[src/rtl/scratch_stack_ctrl.sv]
// Scratch stack sequencer: TOS/NOS registers with spill/refill to a registered-output RAM.
// Optional SWAP command is enabled by defining SCRATCH_STACK_SWAP_EN.
module scratch_stack_ctrl #(
    parameter int ADDR_W = 8,
    parameter int DATA_W = 32
) (
    input  logic              CLK,
    input  logic              RST,
    input  logic              cmd_valid,
    input  logic [1:0]        cmd_op,
    input  logic [DATA_W-1:0] cmd_data,
    output logic              cmd_ready,
    output logic [DATA_W-1:0] tos,
    output logic [DATA_W-1:0] nos,
    output logic [ADDR_W+1:0] depth,
    output logic              err_overflow,
    output logic              err_underflow,
    output logic [ADDR_W-1:0] ram_addr,
    output logic [DATA_W-1:0] ram_wdata,
    output logic              ram_wen,
    input  logic [DATA_W-1:0] ram_rdata,
    output logic [1:0]        fsm_state
);

    typedef enum logic [1:0] {IDLE = 2'd0, WR = 2'd1, RD_WAIT = 2'd2, RD_CAP = 2'd3} state_t;

    localparam logic [1:0] OP_PUSH = 2'b00;
    localparam logic [1:0] OP_POP  = 2'b01;
    localparam logic [1:0] OP_REPL = 2'b10;

    localparam logic [ADDR_W+1:0] DEPTH_ONE  = (ADDR_W+2)'(1);
    localparam logic [ADDR_W+1:0] DEPTH_TWO  = (ADDR_W+2)'(2);
    localparam logic [ADDR_W+1:0] DEPTH_FULL = (ADDR_W+2)'((1 << ADDR_W) + 2);
    localparam logic [ADDR_W:0]   SP_ONE     = (ADDR_W+1)'(1);

    state_t              state;
    logic [DATA_W-1:0]   tos_q;
    logic [DATA_W-1:0]   nos_q;
    logic [ADDR_W+1:0]   depth_q;
    logic [ADDR_W:0]     sp_q;

    // Handshake: a command transfers on any rising edge where cmd_valid && cmd_ready;
    // cmd_ready is high only in IDLE, and rejected commands are still consumed.
    assign cmd_ready = (state == IDLE);
    assign tos       = tos_q;
    assign nos       = nos_q;
    assign depth     = depth_q;
    assign fsm_state = state;

    always_ff @(posedge CLK) begin
        if (RST) begin
            state         <= IDLE;
            tos_q         <= '0;
            nos_q         <= '0;
            depth_q       <= '0;
            sp_q          <= '0;
            err_overflow  <= 1'b0;
            err_underflow <= 1'b0;
            ram_addr      <= '0;
            ram_wdata     <= '0;
            ram_wen       <= 1'b0;
        end else begin
            case (state)
                IDLE: begin
                    if (cmd_valid) begin
                        case (cmd_op)
                            OP_PUSH: begin
                                if (depth_q == DEPTH_FULL) begin
                                    err_overflow <= 1'b1;
                                end else begin
                                    tos_q   <= cmd_data;
                                    nos_q   <= tos_q;
                                    depth_q <= depth_q + DEPTH_ONE;
                                    if (depth_q >= DEPTH_TWO) begin
                                        ram_addr  <= sp_q[ADDR_W-1:0];
                                        ram_wdata <= nos_q;
                                        ram_wen   <= 1'b1;
                                        sp_q      <= sp_q + SP_ONE;
                                        state     <= WR;
                                    end
                                end
                            end
                            OP_POP: begin
                                if (depth_q == '0) begin
                                    err_underflow <= 1'b1;
                                end else begin
                                    tos_q   <= nos_q;
                                    depth_q <= depth_q - DEPTH_ONE;
                                    if (sp_q != '0) begin
                                        ram_addr <= ADDR_W'(sp_q - SP_ONE);
                                        sp_q     <= sp_q - SP_ONE;
                                        state    <= RD_WAIT;
                                    end
                                end
                            end
                            OP_REPL: begin
                                if (depth_q < DEPTH_TWO) begin
                                    err_underflow <= 1'b1;
                                end else begin
                                    tos_q   <= cmd_data;
                                    depth_q <= depth_q - DEPTH_ONE;
                                    if (sp_q != '0) begin
                                        ram_addr <= ADDR_W'(sp_q - SP_ONE);
                                        sp_q     <= sp_q - SP_ONE;
                                        state    <= RD_WAIT;
                                    end
                                end
                            end
                            default: begin
`ifdef SCRATCH_STACK_SWAP_EN
                                if (depth_q < DEPTH_TWO) begin
                                    err_underflow <= 1'b1;
                                end else begin
                                    tos_q <= nos_q;
                                    nos_q <= tos_q;
                                end
`else
                                // Op 11 is a consumed no-op in this build.
                                state <= IDLE;
`endif
                            end
                        endcase
                    end
                end
                WR: begin
                    ram_wen <= 1'b0;
                    state   <= IDLE;
                end
                RD_WAIT: state <= RD_CAP;
                RD_CAP: begin
                    nos_q <= ram_rdata;
                    state <= IDLE;
                end
                default: state <= IDLE;
            endcase
        end
    end

endmodule

[config.mk]
export PLATFORM = sky130hd
export DESIGN_NAME = scratch_stack_ctrl
export DESIGN_NICKNAME = d
export VERILOG_FILES = /design/src/rtl/scratch_stack_ctrl.sv
export SDC_FILE = /design/constraint.sdc
export NUM_CORES = 1
export LEC_CHECK = 0
export ABC_CLOCK_PERIOD_IN_PS = 3050
export BUFFER_PORTS_ARGS = -buffer_cell sky130_fd_sc_hd__buf_2
export CORE_MARGIN = 1
export CORE_UTILIZATION = 40
export CTS_BUF_LIST = sky130_fd_sc_hd__clkbuf_8
export DETAILED_ROUTE_END_ITERATION = 6
export HOLD_SLACK_MARGIN = 0.08
export PLACE_DENSITY = 0.65
export RECOVER_POWER = 100
export SLEW_MARGIN = 30
export SYNTH_ARGS = -nofsm -noshare
export SYNTH_HDL_FRONTEND = slang
export SYNTH_SLANG_ARGS = --single-unit
export TNS_END_PERCENT = 5
[constraint.sdc]
create_clock -name CLK -period 3.05 [get_ports CLK]
set_input_delay 0.305 -clock CLK [delete_from_list [all_inputs] [get_ports CLK]]
set_output_delay 0.305 -clock CLK [all_outputs]
set_load 0.01 [all_outputs]
==> impl_metrics.yaml <==
sta:
  setup_violations: 0
  post_route_setup_tns_ns: 0
  fmax_mhz: 387
  worst-slew-pin-transition_ns: 0.956
  rsz0062_at_grt: "no"
  max_slew_vio_count: 0
  timing.final.crit_period_ns: 2.58
  hold_violations: 0
  timing.clock.skew_ns: 0.0106
  final.period_utilization_pct: 84.6
  max-slew-margin-rel_pct: 36.3
  worst_hold_slack_ns: 0.147
worst_hold_path:
  hold_path.class: "in -> reg"
setup_path:
  worst-path-max-fanout: 32
  critPathRequiredTime_ns: 3.41
  crit_family: "simple AND/OR/NAND/NOR gates"
  setup.worst_path.start_class: "register"
  critPathKind: "reg -> reg"
  cp.buffers_inverters: 1
  slowest_stage: "sky130_fd_sc_hd__nor4_1"
  cp_slowest_stage_delay_ns: 0.79
  timing.critical_path.arrival_ns: 2.94
  cp_cell_sequence: "nor4_1 -> o211ai_1 -> nand3_1 -> clkbuf_2 -> nand2_1 -> a21oi_1"
  critPathCaptureType: "register"
synth:
  net_count_after_synthesis: 811
  post_synth_most_frequent_cells: "sky130_fd_sc_hd__dfxtp_1 (128), sky130_fd_sc_hd__nand2_1 (122), sky130_fd_sc_hd__nor2_1 (90)"
  postSynthAreaPerCell_um2: 8.35
  synth_largest_area_cell: "sky130_fd_sc_hd__dfxtp_1"
  synth_ff_type: "sky130_fd_sc_hd__dfxtp_1"
  ys_seq_elements: 128
  synthCells: 724
  post-synth-top-count-cell: "sky130_fd_sc_hd__dfxtp_1"
  synthesis.yosys.warnings: 0
  yosysTopAreaCellShare_pct: 42.4
  synth.cell_area_mm2: 0.00605
  ys_seq_area_share_pct: 42.4
  synth_edf_count: 0
  synth.area.top_cells: "sky130_fd_sc_hd__dfxtp_1 (42%), sky130_fd_sc_hd__nand2_1 (7.6%), sky130_fd_sc_hd__nor2_1 (5.6%)"
  netlist-cell-type-count: 58
  share_of_flip_flops_with_an_asynchronous_set_or_reset_pct: 0
grt:
  grt_first_pass_wirelength_um: 27400
  grt_max_degree: 62
  grtUsageTotal_pct: 22.2
  overflow_after_grt: 0
  first_global_vias: 5354
  grt_antenna_before_repair: 0
cts:
  cts_buffer_depth: 2
  cts.reportedPaths.clkPinSlew_ns: 0.08
  cts.root.buffer_cell: "sky130_fd_sc_hd__clkbuf_8"
  clk-insertion-delay-late_ns: 0.44
  post_cts_resized: 0
  tritoncts.num_buffers: 17
  depth_of_the_cts_h_tree: 4
  clock_sinks: 128
  cts_tree: "built"
  holdBufCountCts: 0
  post_cts.repair.setup_buffers: 0
die:
  design.die.area_mm2: 0.0156
  die_w_um: 125
  row_count: 44
  num_io_pins: 189
  die_height_um: 125
  design.core.area_mm2: 0.0146
  effective_utilization_at_floorplan_pct: 41.3
drt:
  dr_total_vias: 5708
  drt-initial-drc-count: 406
  antenna_violating_nets_post_route: 0
  drt-vias-per-instance: 5.28
  route.detailed.wl_per_inst_um: 15.7
  route.final.wire_length_um: 16900
  drc_errors: 14
  drt-pass1-iter-count: 7
power:
  power_per_cell_area_mw_per_mm2: 774
  peakVddDrop_mv: 0.358
  power.leakage_nw: 2.67
  finalPower_mw: 5.68
outcome:
  status: "finished with violations"
  failing_checks: "DRC"
place:
  post-place-cells: 1049
  buffer_ports.inserted: 188
  place_hpwl_um: 11400
  gpl.final_weighted_congestion: 0.853
  placement.cell_area_mm2: 0.00707
final_layout:
  final_layout_size_suffix_gt1_share_pct: 14.6
  num-nets-final: 971
  num-fill-cells: 1499
  n_antenna_cell: 0
  layoutNonFillerInstCount: 1081
  final_cell_area_mm2: 0.00733
  area.growth.synth_to_final_pct: 21.3
run:
  timing.max_cap.violations: 0
## final cells by class
type | instances | area, µm² | share of cell area [%]
Clock buffer | 22 | 303 | 4.13
Clock inverter | 10 | 156 | 2.13
Inverter | 8 | 30.0 | 0.409
Multi-Input combinational cell | 526 | 3150 | 42.9
Sequential cell | 128 | 2560 | 35.0
Tap cell | 184 | 230 | 3.14
Timing Repair Buffer | 203 | 906 | 12.4
## flip-flops by register name, indices dropped and copies added, names as in the netlist
signal / cells
nos: 32
ram_wdata: 32
tos: 32
depth: 10
sp_q: 9
ram_addr: 8
fsm_state: 2
err_overflow: 1
err_underflow: 1
ram_wen: 1
## layout by cell type (no fill, tap or decap), types with 5 or more instances in the layout
cell                       synthesis  routed
sky130_fd_sc_hd__nor3_1           11      11
sky130_fd_sc_hd__nor2_1           90      90
sky130_fd_sc_hd__nor2b_1           6       5
sky130_fd_sc_hd__a21oi_1          51      51
sky130_fd_sc_hd__mux2i_1          32      32
sky130_fd_sc_hd__nand3_1          38      38
sky130_fd_sc_hd__buf_2             2      69
sky130_fd_sc_hd__clkbuf_2          0       6
sky130_fd_sc_hd__xor2_1            9       9
sky130_fd_sc_hd__ha_1             17      16
sky130_fd_sc_hd__xnor2_1          11      11
sky130_fd_sc_hd__nand2_1         122     122
sky130_fd_sc_hd__a211oi_1         36      39
sky130_fd_sc_hd__clkbuf_1         51     118
sky130_fd_sc_hd__clkbuf_8          0      22
sky130_fd_sc_hd__a311oi_1         32      32
sky130_fd_sc_hd__buf_4             1       9
sky130_fd_sc_hd__dfxtp_1         128     127
sky130_fd_sc_hd__inv_1             8       9
sky130_fd_sc_hd__o21ai_0           7       8
## metal layers
| layer | track usage, % | wire, µm | share of wire (%) |
|---|---|---|---|
| met4 | 8.61 | 361 | 2.1 |
| met5 | 0 | 0 | 0 |
| met1 | 27.3 | 7760 | 46 |
| met2 | 36.8 | 7880 | 47 |
| met3 | 6.29 | 923 | 5.5 |
## worst min-delay path: stages
cell                       delay, ns
sky130_fd_sc_hd__buf_2          0.10
sky130_fd_sc_hd__nand3_1        0.07
sky130_fd_sc_hd__a311oi_1       0.08
## power by group
part	internal (mW)	switching (mW)	total, mW
clock	0.995	0.673	1.67
combinational	0.693	1.11	1.80
sequential	1.94	0.266	2.21
## final timing paths
check / startpoint / endpoint / slack, ns / depth (start not counted)
min: ram_rdata[13] / nos[13] / 0.15 / 3
max reg2reg: depth[5] / ram_wdata[7] / 0.47 / 6
max: depth[5] / ram_wdata[7] / 0.47 / 6
min reg2reg: ram_wdata[11] / ram_wdata[11] / 0.45 / 2
## cells by family (layout without fill, tap and decap cells)
| logic type | count (synthesis) | after routing | share of synthesized area [%] |
|---|---|---|---|
| DFF | 128 | 128 | 42.4 |
| AOI/OAI and AO/OA | 157 | 157 | 18.4 |
| xor gates and xnor gates | 20 | 20 | 2.90 |
| and+or+nand+nor | 299 | 299 | 21.8 |
| adders and majority gates | 18 | 18 | 3.85 |
| muxes | 32 | 32 | 5.30 |
| buffers and inverters | 70 | 243 | 5.38 |
## metrics by stage
step	util, %	worst slack, ns
5_1_grt	50.1	0.257
4_1_cts	51.4	0.707
3_5_place_dp	48.3	0.226
2_1_floorplan	-	0.317
3_3_place_gp	48.3	0.293
6_report	50.1	0.469
Power figures use the tool's default switching activity.
